<file path="config.mk">
export PLATFORM = sky130hd
export DESIGN_NAME = spi_slave_flat
export DESIGN_NICKNAME = d
export VERILOG_FILES = /design/src/rtl/spi_slave_if.sv /design/src/rtl/spi_slave.sv /design/src/flat_wrapper.sv
export SDC_FILE = /design/constraint.sdc
export NUM_CORES = 1
export LEC_CHECK = 0
export BUFFER_PORTS_ARGS = -buffer_cell sky130_fd_sc_hd__buf_4
export CAP_MARGIN = 20
export CORE_UTILIZATION = 60
export DETAILED_ROUTE_END_ITERATION = 6
export PLACE_DENSITY = 0.76
export SKIP_CTS_REPAIR_TIMING = 1
export SYNTH_ARGS = -nofsm -noshare
export SYNTH_HDL_FRONTEND = slang
export SYNTH_SLANG_ARGS = --single-unit
</file>
<file path="constraint.sdc">
create_clock -name raw_clk -period 2.8 [get_ports raw_clk]
set_input_delay 0.28 -clock raw_clk [delete_from_list [all_inputs] [get_ports raw_clk]]
set_output_delay 0.28 -clock raw_clk [all_outputs]
set_load 0.1 [all_outputs]
</file>
<file path="src/rtl/spi_slave_if.sv">
// spi_slave_if: SPI pins plus the CPU-side strobe/busy/ready/clear bus for spi_slave.
//   slave  modport: the responder's view (SPI pins in, MISO out, CPU controls in, status out).
//   master modport: the external SPI master / CPU view (the mirror image).
interface spi_slave_if;
  logic       spi_sclk;
  logic       spi_mosi;
  logic       spi_cs_n;
  logic       spi_miso;
  logic       spi_miso_oe;
  logic [7:0] tx_data;
  logic       tx_strobe;
  logic       tx_busy;
  logic [7:0] rx_data;
  logic       rx_ready;
  logic       rx_ready_clear;
  logic       overrun;
  logic       underrun;
  logic       status_clear;
  logic       active;

  modport slave (
    input  spi_sclk, spi_mosi, spi_cs_n, tx_data, tx_strobe, rx_ready_clear, status_clear,
    output spi_miso, spi_miso_oe, tx_busy, rx_data, rx_ready, overrun, underrun, active
  );

  modport master (
    output spi_sclk, spi_mosi, spi_cs_n, tx_data, tx_strobe, rx_ready_clear, status_clear,
    input  spi_miso, spi_miso_oe, tx_busy, rx_data, rx_ready, overrun, underrun, active
  );
endinterface

</file>
<file path="src/rtl/spi_slave.sv">
// spi_slave: mode-0, MSB-first, 8-bit SPI responder oversampled on raw_clk.
//   raw_clk - system clock (posedge)
//   reset   - synchronous, active-high
//   io_bus  - spi_slave_if.slave: SPI pins, TX holding register strobe/busy,
//             RX FIFO head/ready/clear, sticky overrun/underrun with clear, active.
module spi_slave #(
  parameter int unsigned RX_DEPTH_LOG2 = 2,
  parameter int unsigned SYNC_STAGES   = 2
) (
  input  logic        raw_clk,
  input  logic        reset,
  spi_slave_if.slave  io_bus
);

  localparam int unsigned DEPTH = 1 << RX_DEPTH_LOG2;
  localparam int unsigned PTR_W = RX_DEPTH_LOG2;
  localparam int unsigned CNT_W = RX_DEPTH_LOG2 + 1;

  // Input synchronizers, history flops and post-reset settle tracking
  logic [SYNC_STAGES-1:0] r_sclk_sync, r_mosi_sync, r_cs_sync;
  logic                   r_sclk_hist, r_cs_hist;
  logic [SYNC_STAGES:0]   r_settle;
  logic                   r_armed;

  // Frame / shift state
  logic       r_frame;
  logic [2:0] r_bit_cnt;
  logic [7:0] r_rx_shift, r_tx_shift;
  logic [7:0] r_hold;
  logic       r_tx_busy;
  logic       r_overrun, r_underrun;

  // RX FIFO
  logic [7:0]       r_mem [DEPTH];
  logic [PTR_W-1:0] r_wr_ptr, r_rd_ptr;
  logic [CNT_W-1:0] r_count;
  logic [7:0]       r_rx_data;
  logic             r_rx_ready;

  logic w_sclk, w_mosi, w_cs;
  logic w_sclk_rise, w_sclk_fall, w_cs_rise, w_cs_fall;
  logic w_byte_done, w_load, w_under_set;
  logic w_empty, w_full, w_pop, w_push_ok, w_over_set;
  logic [7:0]       w_push_data, w_head_next;
  logic [PTR_W-1:0] w_rd_next;
  logic [CNT_W-1:0] w_count_next;

  assign w_sclk = r_sclk_sync[SYNC_STAGES-1];
  assign w_mosi = r_mosi_sync[SYNC_STAGES-1];
  assign w_cs   = r_cs_sync[SYNC_STAGES-1];

  assign w_sclk_rise = w_sclk & ~r_sclk_hist;
  assign w_sclk_fall = ~w_sclk & r_sclk_hist;
  assign w_cs_rise   = w_cs & ~r_cs_hist;
  // A frame only starts once CS_N has been seen high after reset
  assign w_cs_fall   = ~w_cs & r_cs_hist & r_armed;

  assign w_byte_done = r_frame & ~w_cs_rise & w_sclk_rise & (r_bit_cnt == 3'd7);
  assign w_load      = w_cs_fall | w_byte_done;
  assign w_under_set = w_load & ~r_tx_busy & ~io_bus.tx_strobe;

  assign w_push_data = {r_rx_shift[6:0], w_mosi};
  assign w_empty     = (r_count == '0);
  assign w_full      = (r_count == CNT_W'(DEPTH));
  assign w_pop       = io_bus.rx_ready_clear & ~w_empty;
  assign w_push_ok   = w_byte_done & (~w_full | w_pop);
  assign w_over_set  = w_byte_done & w_full & ~w_pop;
  assign w_rd_next   = w_pop ? PTR_W'(r_rd_ptr + 1'b1) : r_rd_ptr;

  // Next head: the byte being pushed if it lands in the slot that becomes the head
  assign w_head_next = (w_push_ok && (r_wr_ptr == w_rd_next)) ? w_push_data : r_mem[w_rd_next];

  always_comb begin
    w_count_next = r_count;
    if (w_push_ok && !w_pop)      w_count_next = r_count + CNT_W'(1);
    else if (!w_push_ok && w_pop) w_count_next = r_count - CNT_W'(1);
  end

  // Synchronizers; idle values on reset so no edge is seen from reset release alone
  always_ff @(posedge raw_clk) begin
    if (reset) begin
      r_sclk_sync <= '0;
      r_mosi_sync <= '0;
      r_cs_sync   <= '1;
      r_sclk_hist <= 1'b0;
      r_cs_hist   <= 1'b1;
      r_settle    <= '0;
      r_armed     <= 1'b0;
    end else begin
      r_sclk_sync <= {r_sclk_sync[SYNC_STAGES-2:0], io_bus.spi_sclk};
      r_mosi_sync <= {r_mosi_sync[SYNC_STAGES-2:0], io_bus.spi_mosi};
      r_cs_sync   <= {r_cs_sync[SYNC_STAGES-2:0], io_bus.spi_cs_n};
      r_sclk_hist <= w_sclk;
      r_cs_hist   <= w_cs;
      r_settle    <= {r_settle[SYNC_STAGES-1:0], 1'b1};
      if (r_settle[SYNC_STAGES] && w_cs) r_armed <= 1'b1;
    end
  end

  // Frame tracking, bit counter and receive shifter
  always_ff @(posedge raw_clk) begin
    if (reset) begin
      r_frame    <= 1'b0;
      r_bit_cnt  <= 3'd0;
      r_rx_shift <= 8'h00;
    end else if (w_cs_rise) begin
      r_frame    <= 1'b0;
      r_bit_cnt  <= 3'd0;
      r_rx_shift <= 8'h00;
    end else if (w_cs_fall) begin
      r_frame    <= 1'b1;
      r_bit_cnt  <= 3'd0;
      r_rx_shift <= 8'h00;
    end else if (r_frame && w_sclk_rise) begin
      r_rx_shift <= w_push_data;
      r_bit_cnt  <= 3'(r_bit_cnt + 3'd1);
    end
  end

  // Holding register and transmit shifter; tx_shift is zero outside a frame
  always_ff @(posedge raw_clk) begin
    if (reset) begin
      r_hold     <= 8'h00;
      r_tx_busy  <= 1'b0;
      r_tx_shift <= 8'h00;
    end else if (w_load) begin
      if (r_tx_busy) begin
        r_tx_shift <= r_hold;
        if (io_bus.tx_strobe) r_hold    <= io_bus.tx_data;
        else                  r_tx_busy <= 1'b0;
      end else if (io_bus.tx_strobe) begin
        r_tx_shift <= io_bus.tx_data;
      end else begin
        r_tx_shift <= 8'h00;
      end
    end else begin
      if (io_bus.tx_strobe && !r_tx_busy) begin
        r_hold    <= io_bus.tx_data;
        r_tx_busy <= 1'b1;
      end
      if (w_cs_rise)
        r_tx_shift <= 8'h00;
      else if (r_frame && w_sclk_fall && (r_bit_cnt != 3'd0))
        r_tx_shift <= {r_tx_shift[6:0], 1'b0};
    end
  end

  // RX FIFO with registered head
  always_ff @(posedge raw_clk) begin
    if (reset) begin
      for (int i = 0; i < int'(DEPTH); i++) r_mem[i] <= 8'h00;
      r_wr_ptr   <= '0;
      r_rd_ptr   <= '0;
      r_count    <= '0;
      r_rx_data  <= 8'h00;
      r_rx_ready <= 1'b0;
    end else begin
      if (w_push_ok) begin
        r_mem[r_wr_ptr] <= w_push_data;
        r_wr_ptr        <= PTR_W'(r_wr_ptr + 1'b1);
      end
      r_rd_ptr   <= w_rd_next;
      r_count    <= w_count_next;
      r_rx_data  <= w_head_next;
      r_rx_ready <= (w_count_next != '0);
    end
  end

  // Sticky flags: a same-cycle set wins over status_clear
  always_ff @(posedge raw_clk) begin
    if (reset) begin
      r_overrun  <= 1'b0;
      r_underrun <= 1'b0;
    end else begin
      r_overrun  <= w_over_set  | (r_overrun  & ~io_bus.status_clear);
      r_underrun <= w_under_set | (r_underrun & ~io_bus.status_clear);
    end
  end

  assign io_bus.spi_miso    = r_tx_shift[7];
  assign io_bus.spi_miso_oe = r_frame;
  assign io_bus.active      = r_frame;
  assign io_bus.tx_busy     = r_tx_busy;
  assign io_bus.rx_data     = r_rx_data;
  assign io_bus.rx_ready    = r_rx_ready;
  assign io_bus.overrun     = r_overrun;
  assign io_bus.underrun    = r_underrun;

endmodule
</file>
<file path="src/flat_wrapper.sv">
// flat-port wrapper written by rule: the top's interface ports become plain ports
module spi_slave_flat 
#(
  parameter int unsigned RX_DEPTH_LOG2 = 2,
  parameter int unsigned SYNC_STAGES   = 2
)
  (raw_clk, reset, io_bus_spi_sclk, io_bus_spi_mosi, io_bus_spi_cs_n, io_bus_tx_data, io_bus_tx_strobe, io_bus_rx_ready_clear, io_bus_status_clear, io_bus_spi_miso, io_bus_spi_miso_oe, io_bus_tx_busy, io_bus_rx_data, io_bus_rx_ready, io_bus_overrun, io_bus_underrun, io_bus_active);
  spi_slave_if io_bus_i ();
  input  logic raw_clk;
  input  logic reset;
  input wire logic [$bits(io_bus_i.spi_sclk)-1:0] io_bus_spi_sclk;
  input wire logic [$bits(io_bus_i.spi_mosi)-1:0] io_bus_spi_mosi;
  input wire logic [$bits(io_bus_i.spi_cs_n)-1:0] io_bus_spi_cs_n;
  input wire logic [$bits(io_bus_i.tx_data)-1:0] io_bus_tx_data;
  input wire logic [$bits(io_bus_i.tx_strobe)-1:0] io_bus_tx_strobe;
  input wire logic [$bits(io_bus_i.rx_ready_clear)-1:0] io_bus_rx_ready_clear;
  input wire logic [$bits(io_bus_i.status_clear)-1:0] io_bus_status_clear;
  output wire logic [$bits(io_bus_i.spi_miso)-1:0] io_bus_spi_miso;
  output wire logic [$bits(io_bus_i.spi_miso_oe)-1:0] io_bus_spi_miso_oe;
  output wire logic [$bits(io_bus_i.tx_busy)-1:0] io_bus_tx_busy;
  output wire logic [$bits(io_bus_i.rx_data)-1:0] io_bus_rx_data;
  output wire logic [$bits(io_bus_i.rx_ready)-1:0] io_bus_rx_ready;
  output wire logic [$bits(io_bus_i.overrun)-1:0] io_bus_overrun;
  output wire logic [$bits(io_bus_i.underrun)-1:0] io_bus_underrun;
  output wire logic [$bits(io_bus_i.active)-1:0] io_bus_active;
  assign io_bus_i.spi_sclk = io_bus_spi_sclk;
  assign io_bus_i.spi_mosi = io_bus_spi_mosi;
  assign io_bus_i.spi_cs_n = io_bus_spi_cs_n;
  assign io_bus_i.tx_data = io_bus_tx_data;
  assign io_bus_i.tx_strobe = io_bus_tx_strobe;
  assign io_bus_i.rx_ready_clear = io_bus_rx_ready_clear;
  assign io_bus_i.status_clear = io_bus_status_clear;
  assign io_bus_spi_miso = io_bus_i.spi_miso;
  assign io_bus_spi_miso_oe = io_bus_i.spi_miso_oe;
  assign io_bus_tx_busy = io_bus_i.tx_busy;
  assign io_bus_rx_data = io_bus_i.rx_data;
  assign io_bus_rx_ready = io_bus_i.rx_ready;
  assign io_bus_overrun = io_bus_i.overrun;
  assign io_bus_underrun = io_bus_i.underrun;
  assign io_bus_active = io_bus_i.active;
  spi_slave #(.RX_DEPTH_LOG2(RX_DEPTH_LOG2), .SYNC_STAGES(SYNC_STAGES)) u_core (.raw_clk(raw_clk), .reset(reset), .io_bus(io_bus_i));
endmodule
</file>
# --- After elaboration in Yosys (flattened, before gate mapping) ---
# Memory sizes are Yosys's and may differ from the RTL's. A register that Yosys moved wholly into a read port is not among the register bits.
# Index checks and enable logic that the tools add are counted.
totals:
  register_bits: 50
  latchBits: 0
  ramBits: 32
  rom_bits: 0
  input_bits: 16
  out_inout_bits: 15
  word_cells: 105
  memories: 1
mem_list:
  columns: ["name", "depth", "width", "rd", "rd_clocked_by_memory_dff", "write_ports", "line_no", "text"]
  rows:
  - ["u_core.r_mem", 4, 8, 1, 1, 4, "spi_slave.sv:34", "logic [7:0] r_mem [DEPTH];"]
classes:
  n_addsub: 5
  mul: 0
  div_mod_pow: 0
  magnitude_cmp: 0
  n_eq_ne: 4
  n_shift: 0
  muxes: 25
  bitwise: 31
  reduce_logical: 19
ops:
  columns: ["operator", "count"]
  rows:
  - ["8-bit two-way mux", 10]
  - ["1-bit AND", 16]
  - ["1-bit two-way mux", 11]
  - ["1-bit NOT", 11]
  - ["3-bit nonzero test", 3]
  - ["8-bit OR reduction", 1]
  - ["1-bit logical AND", 7]
  - ["3-bit by 1-bit adder with 3-bit output (second input constant)", 2]
  - ["3-bit equality test (second input constant)", 2]
  - ["3-bit two-way mux", 2]
  - ["2-bit by 1-bit adder with 2-bit output (second input constant)", 2]
  - ["2-bit two-way mux", 2]
  - ["1-bit OR", 4]
  - ["1-bit zero test", 3]
  - ["3-bit zero test", 1]
  - ["3-bit AND reduction", 1]
  - ["3-bit OR reduction", 1]
  - ["3-bit by 1-bit subtractor with 3-bit output (second input constant)", 1]
  - ["2-bit by 1-bit inequality test with 1-bit output (second input constant)", 1]
  - ["2-bit inequality test (second input constant)", 1]
  - ["2-bit nonzero test", 1]
  - ["2-bit OR reduction", 1]

# --- Logic depth before layout (Yosys ltp) ---
# Gate-level depths: netlist (run 1).
logic_depth:
  depth_word: 12
  depth_mapped: 9
  mapped_depth_nobuf: 7

# --- Worst setup path before layout (run 1) ---
# Ideal clock, no wire load.
synth_timing:
  path_kind: "register to register"
  startpoint: "reg u_core.r_frame (netlist: u_core.io_bus.active)"
  endpoint: "mem u_core.r_mem[0][0], enable pin"
  setup_ns: 0.310
  arrival_ns: 2.600
  required_time_ns: 2.490
  slack_ns: -0.110
  stages_incl_launch_ff: 6
  path_buffers: 1
  synth_period_minus_slack_ns: 2.910
  cell_sequence: "dfxtp_1 > nand3b_1 > or4_4 > buf_6 > nor4_2 > or2_2"
synth_rtl:
  columns: ["element", "line_no", "text"]
  rows:
  - ["from (decl)", "spi_slave.sv:26", "logic r_frame;"]
  - ["from (signal assigned)", "spi_slave.sv:103", "r_frame <= 1'b0;"]
  - ["from (signal assigned)", "spi_slave.sv:107", "r_frame <= 1'b0;"]
  - ["from (signal assigned)", "spi_slave.sv:111", "r_frame <= 1'b1;"]
  - ["to (decl)", "spi_slave.sv:34", null]

==> results.yml, run 1 <==
finish:
  syn2layout_area_growth_pct: 11.12
  fin_area_mm2: 0.004876
  multiInputGateArea_mm2: 0.002079
  seq_area_mm2: 0.002123
  fillers: 536
  nets: 493
  diodes: 0
  utilization_pct: 70.22
  final_layout_size_suffix_gt1_share_pct: 17.65
yosys:
  async_flop_share_pct: 0
  synth.most_common_cell: "dfxtp_1"
  synth.net_count: 477
  yosys.area.top_type: "dfxtp_1"
  yosysTopAreaCellShare_pct: 26.46
  ys_ff_latch: 90
  synth_enable_flop_cells: 32
  netlist-cell-type-count: 54
  yosys-top-cells-count: "dfxtp_1 (58), nand2_1 (53), a21oi_1 (38)"
  ys_warn_count: 0
  ys_top_cells_by_area: "dfxtp_1 (26%), edfxtp_1 (22%), and3_1 (5.1%)"
  synth-main-ff-cell: "dfxtp_1"
  avgSynthCellArea_um2: 9.644
  netlist_area_mm2: 0.004388
  synthCells: 455
  yosysSeqAreaShare_pct: 48.36
worst_setup_path:
  cp-end-kind: "flip-flop"
  cpMaxStageDelayCell: "or4_4"
  arrival_ns: 2.66
  r2r_end: "u_core.r_mem[2][2]$_SDFFCE_PN0P_"
  crit_family: "simple AND/OR/NAND/NOR gates"
  worstReg2RegStart: "u_core.r_count[1]$_SDFF_PP0_"
  startpoint_type: "flip-flop"
  rrSetupSlack_ns: 0.20
  path_cells: "inv_1, ha_1, and3b_1, or4_4, nor4b_4, or2_2"
  r2r_cells: 6
  worst-path-buf-inv: 1
  crit_path_start: "u_core.r_count[1]$_SDFF_PP0_"
  worstPathMaxFanout: 9
  cpPeakStageDelay_ns: 0.62
  worstPathRequired_ns: 2.86
  worstSetupPathType: "flip-flop to flip-flop"
worst_hold_path:
  min_path_type: "input pin to flip-flop"
  hold_path_end: "u_core.r_cs_sync[0]$_SDFF_PP1_"
  hold_depth: 2
  holdCritStartpoint: "io_bus_spi_cs_n"
routing:
  route.detailed.drc: 0
  vias: 3467
  drt_first_pass_iters: 5
  drtIter0Drc: 368
  via_per_inst: 6.061
  finalWirelength_mm: 9.600
  route.antenna.remaining_nets: 0
  wire_per_inst_um: 16.78
cts:
  clock-sinks: 90
  cts_buffer_depth: 2
  clk_pin_slew_ns: 0.09
  clockRootBuffer: "clkbuf_8"
  tritoncts: "yes"
  cts_buffers: 9
  clock_latency_ns: 0.36
  cts.htree.levels: 3
global_routing:
  grt_max_degree: 38
  grt_pass1_vias: 3030
  grt_overflow_total: 0
  grt_use_total_pct: 26.70
  grt_pass1_wl_mm: 15.50
  antenna_found_initial: 0
die:
  start_util_pct: 63.19
  ios: 31
  dieHeight_um: 87.52
  rows: 30
  die_x_um: 87.52
  core_mm2: 0.006944
  die_area_mm2: 0.007659
power:
  ir_worst_vdd_mv: 0.4276
  powerDensity_mw_per_mm2: 733.5
  p_leak_nw: 1.876
timing:
  drv_slew: 0
  clock_skew_ns: 0.01111
  fmax_mhz: 384.3
  max_slew.worst_pin.slew_ns: 0.7104
  rsz0062_at_grt: "false"
  min_period_ns: 2.602
  max_slew_margin_pct: 52.28
  setup_viol: 0
  fin_tns_setup_ns: 0
  fin_crit_sh_pct: 92.94
  hold_violations: 0
placed_design:
  portBuffers: 30
  place_area_mm2: 0.004668
  detailed_place_hpwl_mm: 6.583
  place_congestion: 0.8634
status:
  status: "finished, final reports clean"
job:
  maxCapViolCount: 0
-- cells in the final DEF, fill, tap and decap left out, drive strengths merged, types with 4 or more instances in the layout --
master / Yosys / routed
xnor2: 4 / 4
a311oi: 5 / 5
and3: 36 / 36
nor2b: 12 / 12
edfxtp: 32 / 32
or2: 7 / 7
a211oi: 29 / 29
nand3b: 8 / 8
nand2b: 5 / 5
nand2: 53 / 53
and2: 25 / 25
inv: 7 / 8
dfxtp: 58 / 58
ha: 6 / 6
nor3: 9 / 9
clkbuf: 27 / 12
a21oi: 38 / 38
a22o: 6 / 6
nor4: 14 / 14
a31o: 8 / 8
o21ai: 4 / 4
nor2: 16 / 16
buf: 10 / 42
-- through the flow --
stage / setup WS (ns) / power (W) / hold WS, ns / instances
final: 0.1978 / 0.003577 / 0.1023 / 572
after global routing: 0.06842 / 0.003719 / 0.08906 / 572
after CTS: 0.2140 / 0.003575 / 0.08897 / 572
after detailed placement: 0.2390 / 0.002691 / 0.3974 / 556
after global placement: 0.3752 / 0.002672 / 0.3916 / 556
after floorplan: 0.2853 / 0.002467 / 0.3838 / 455
-- per-layer routing --
metal	up-vias	global-route usage, %	wire length [um]
li1	1684	-	-
met1	1636	40.91	4775
met2	139	37.93	4153
met3	8	4.455	557
met4	0	9.389	114
met5	-	0	0
-- report_power, final --
group          switching [W]  internal, W  leakage, nW
Sequential         0.0000771      0.00146        0.785
Clock               0.000465     0.000435        0.103
Combinational       0.000798     0.000339        0.988
Total                0.00134      0.00224         1.88
-- kinds of logic after synthesis --
kind of cell,after synthesis,share of synthesized area [%]
XOR/XNOR,8,2.082
buffers and inverters,45,4.249
AO/OA/AOI/OAI,106,17.42
AND/OR/NAND/NOR,196,25.21
adder cells (fa/ha/maj),6,1.711
multiplexers,4,0.9695
flip-flops,90,48.36
-- worst register-to-register path, delay by kind of cell (launching register included) --
family | cells | cell delay [ns]
simple gates | 4 | 1.57
flops | 1 | 0.41
fa+ha+maj | 1 | 0.24
buf+inv | 1 | 0.09
-- worst max-delay path by stage --
| stage | to | slack (ns) | cells after the start |
|---|---|---|---|
| global route | u_core.r_mem[2][4]$_SDFFCE_PN0P_ | 0.07 | 6 |
| floorplan | u_core.r_mem[0][0]$_SDFFCE_PN0P_ | 0.29 | 5 |
| detailed placement | u_core.r_mem[2][3]$_SDFFCE_PN0P_ | 0.24 | 6 |
| finish | u_core.r_mem[2][2]$_SDFFCE_PN0P_ | 0.20 | 6 |
| CTS | u_core.r_mem[2][3]$_SDFFCE_PN0P_ | 0.21 | 6 |
| global placement | u_core.r_mem[1][1]$_SDFFCE_PN0P_ | 0.38 | 6 |
-- registers in the layout, indices dropped and copies added (netlist names), 2 cells and up --
signal / count
u_core.r_rd_ptr: 2
u_core.r_bit_cnt: 3
u_core.r_sclk_sync: 2
u_core.r_wr_ptr: 2
u_core.r_mem: 32
u_core.r_count: 3
u_core.r_rx_shift: 7
u_core.io_bus.rx_data: 8
u_core.r_mosi_sync: 2
u_core.r_tx_shift: 8
u_core.r_cs_sync: 2
u_core.r_settle: 3
u_core.r_hold: 8
-- final cells by class --
class | count | share of cell area (%)
Tap cell | 96 | 2.463
Sequential cell | 90 | 43.55
Multi-Input combinational cell | 320 | 42.65
Timing Repair Buffer | 42 | 6.466
Inverter | 8 | 0.6159
Clock buffer | 12 | 3.644
Clock inverter | 4 | 0.6159
No activity file was read; power rests on OpenSTA's default activity.
==> run 2, diff against run 1 <==
REMOVE_ABC_BUFFERS = 1   (was default)
==> run 2 against run 1 <==
  * Sequential power is essentially flat
  * Power rose by 1.1%
  * Register-to-register slack gained 0.07 ns
  * Clock-buffer cell count unchanged
  * First-iteration DRC count shrank 44%
  * Combinational power is essentially flat
  * Sequential cell count unchanged
  * Sequential share of layout area hardly changed
==> results.yml, run 2 (synthesized netlist as in run 1, its figures left out) <==
power:
  ir_worst_vdd_mv: 0.3769
  swShare_pct: 36.88
  p_leak_nw: 1.880
  power_w: 0.003615
  power_report.internal_total_w: 0.002282
  combPwrFrac_pct: 31.4
  power_frac_clock_pct: 26.1
  seq_power_share_pct: 42.5
  powerDensity_mw_per_mm2: 742.0
  power.switching_w: 0.001333
global_routing:
  grt_overflow_total: 0
  grt_use_total_pct: 26.00
  grt_max_degree: 37
  grt_pass1_vias: 3102
  antenna_found_initial: 0
  grt_pass1_wl_mm: 14.97
cts:
  cts_buffer_depth: 2
  cts.htree.levels: 3
  clk_pin_slew_ns: 0.09
  tritoncts: "yes"
  clock_latency_ns: 0.35
  clockRootBuffer: "clkbuf_8"
  clock-sinks: 90
  cts_buffers: 9
finish:
  instances_no_fill: 571
  nets: 492
  diodes: 0
  syn2layout_area_growth_pct: 11.04
  final_common_cell: "dfxtp_1"
  utilization_pct: 70.16
  largest_reg_flops: 32
  layout_common_cells: "dfxtp_1 (58), nand2_1 (53), buf_4 (41)"
  final_layout_size_suffix_gt1_share_pct: 17.47
  largest-register: "u_core.r_mem"
placed_design:
  portBuffers: 30
  place_congestion: 0.8531
  detailed_place_hpwl_mm: 6.390
  dp_cells: 555
  pre_cts_ws_ns: 0.2917
worst_hold_path:
  hold_path_end: "u_core.r_cs_sync[0]$_SDFF_PP1_"
  hold_depth: 2
  holdCritStartpoint: "io_bus_spi_cs_n"
  min_path_type: "input pin to flip-flop"
die:
  core_mm2: 0.006944
  die_area_mm2: 0.007659
  start_util_pct: 63.19
  die_x_um: 87.52
  dieHeight_um: 87.52
  rows: 30
  ios: 31
worst_setup_path:
  worstPathMaxFanout: 9
  startpoint_type: "flip-flop"
  rrSetupSlack_ns: 0.27
  cp-end-kind: "flip-flop"
  worstReg2RegStart: "u_core.r_count[1]$_SDFF_PP0_"
  r2r_cells: 6
  cpMaxStageDelayCell: "or4_4"
  arrival_ns: 2.59
  cpPeakStageDelay_ns: 0.63
  crit_path_start: "u_core.r_count[1]$_SDFF_PP0_"
  r2r_end: "u_core.r_mem[1][5]$_SDFFCE_PN0P_"
  path_cells: "inv_1, ha_1, and3b_1, or4_4, nor4b_4, or2_2"
  worstPathRequired_ns: 2.85
  worstSetupPathType: "flip-flop to flip-flop"
timing:
  hold_violations: 0
  fmax_mhz: 394.5
  min_period_ns: 2.535
  max_slew_margin_pct: 51.58
  clock_skew_ns: 0.008540
  fin_crit_sh_pct: 90.52
  drv_slew: 0
  max_slew.worst_pin.slew_ns: 0.7208
  setup_viol: 0
  fin_ws_ns: 0.2654
  rsz0062_at_grt: "false"
routing:
  wire_per_inst_um: 16.54
  via_per_inst: 6.053
  route.detailed.drc: 0
  finalWirelength_mm: 9.445
  drtIter0Drc: 206
  vias: 3456
  route.antenna.remaining_nets: 0
  drt_first_pass_iters: 5
status:
  status: "finished, final reports clean"
job:
  maxCapViolCount: 0
==> run 2: cell count changes in the layout (fill, tap and decap cells not counted), sizes merged <==
cell	before	now
clkinv	3	1
clkinvlp	1	0
bufinv	0	1
buf	42	41
inv	8	10
==> run 2: area by class of cell <==
class                   count  area (um^2)
inverters                   8        30.03
fillers                   550         2072
clock buffers              12        158.9
repair buffers             41        307.8
flip-flops and latches     90         2122
clock inverters             4        53.80
well taps                  96        120.1
multi-input cells         320         2079
==> run 2: layer usage <==
metal | up-vias | GRT usage (%) | wire length (um)
met5 | - | 0 | 0
met4 | 0 | 10.88 | 265
met3 | 30 | 5.118 | 551
met2 | 130 | 43.39 | 4541
met1 | 1615 | 33.13 | 4087
li1 | 1681 | - | -
==> run 2: power groups by stage <==
stage               Clock [W]  Sequential [W]  Combinational [W]
global placement            0         0.00156            0.00111
detailed placement          0         0.00156            0.00113
floorplan                   0         0.00197           0.000448
CTS                  0.000964         0.00153            0.00113
finish               0.000944         0.00153            0.00114
global route          0.00101         0.00155            0.00120
==> run 2: worst max-delay path: cells and delay by family (launching register included) <==
| family | cells | cell delay [ns] |
|---|---|---|
| AND/OR/NAND/NOR | 4 | 1.51 |
| adder cells (fa/ha/maj) | 1 | 0.23 |
| flip-flops | 1 | 0.41 |
| buffers and inverters | 1 | 0.08 |
==> run 2: worst max path at each step <==
stage	end	slack (ns)	depth (start not counted)
2_1_floorplan	u_core.r_mem[3][0]$_DFFE_PP_	-1.29	4
3_3_place_gp	u_core.r_mem[1][3]$_SDFFCE_PN0P_	0.38	6
3_5_place_dp	u_core.r_mem[1][3]$_SDFFCE_PN0P_	0.29	6
4_1_cts	u_core.r_mem[1][5]$_SDFFCE_PN0P_	0.28	6
5_1_grt	u_core.r_mem[1][4]$_SDFFCE_PN0P_	0.10	6
6_report	u_core.r_mem[1][5]$_SDFFCE_PN0P_	0.27	6
==> run 2: stage by stage <==
step | instance area [um^2] | setup TNS, ns | hold WS, ns
2_1_floorplan | 4232 | -97.00 | 0.3491
3_3_place_gp | 4659 | 0 | 0.3921
3_5_place_dp | 4659 | 0 | 0.4022
4_1_cts | 4872 | 0 | 0.09181
5_1_grt | 4872 | 0 | 0.09199
6_report | 4872 | 0 | 0.1075
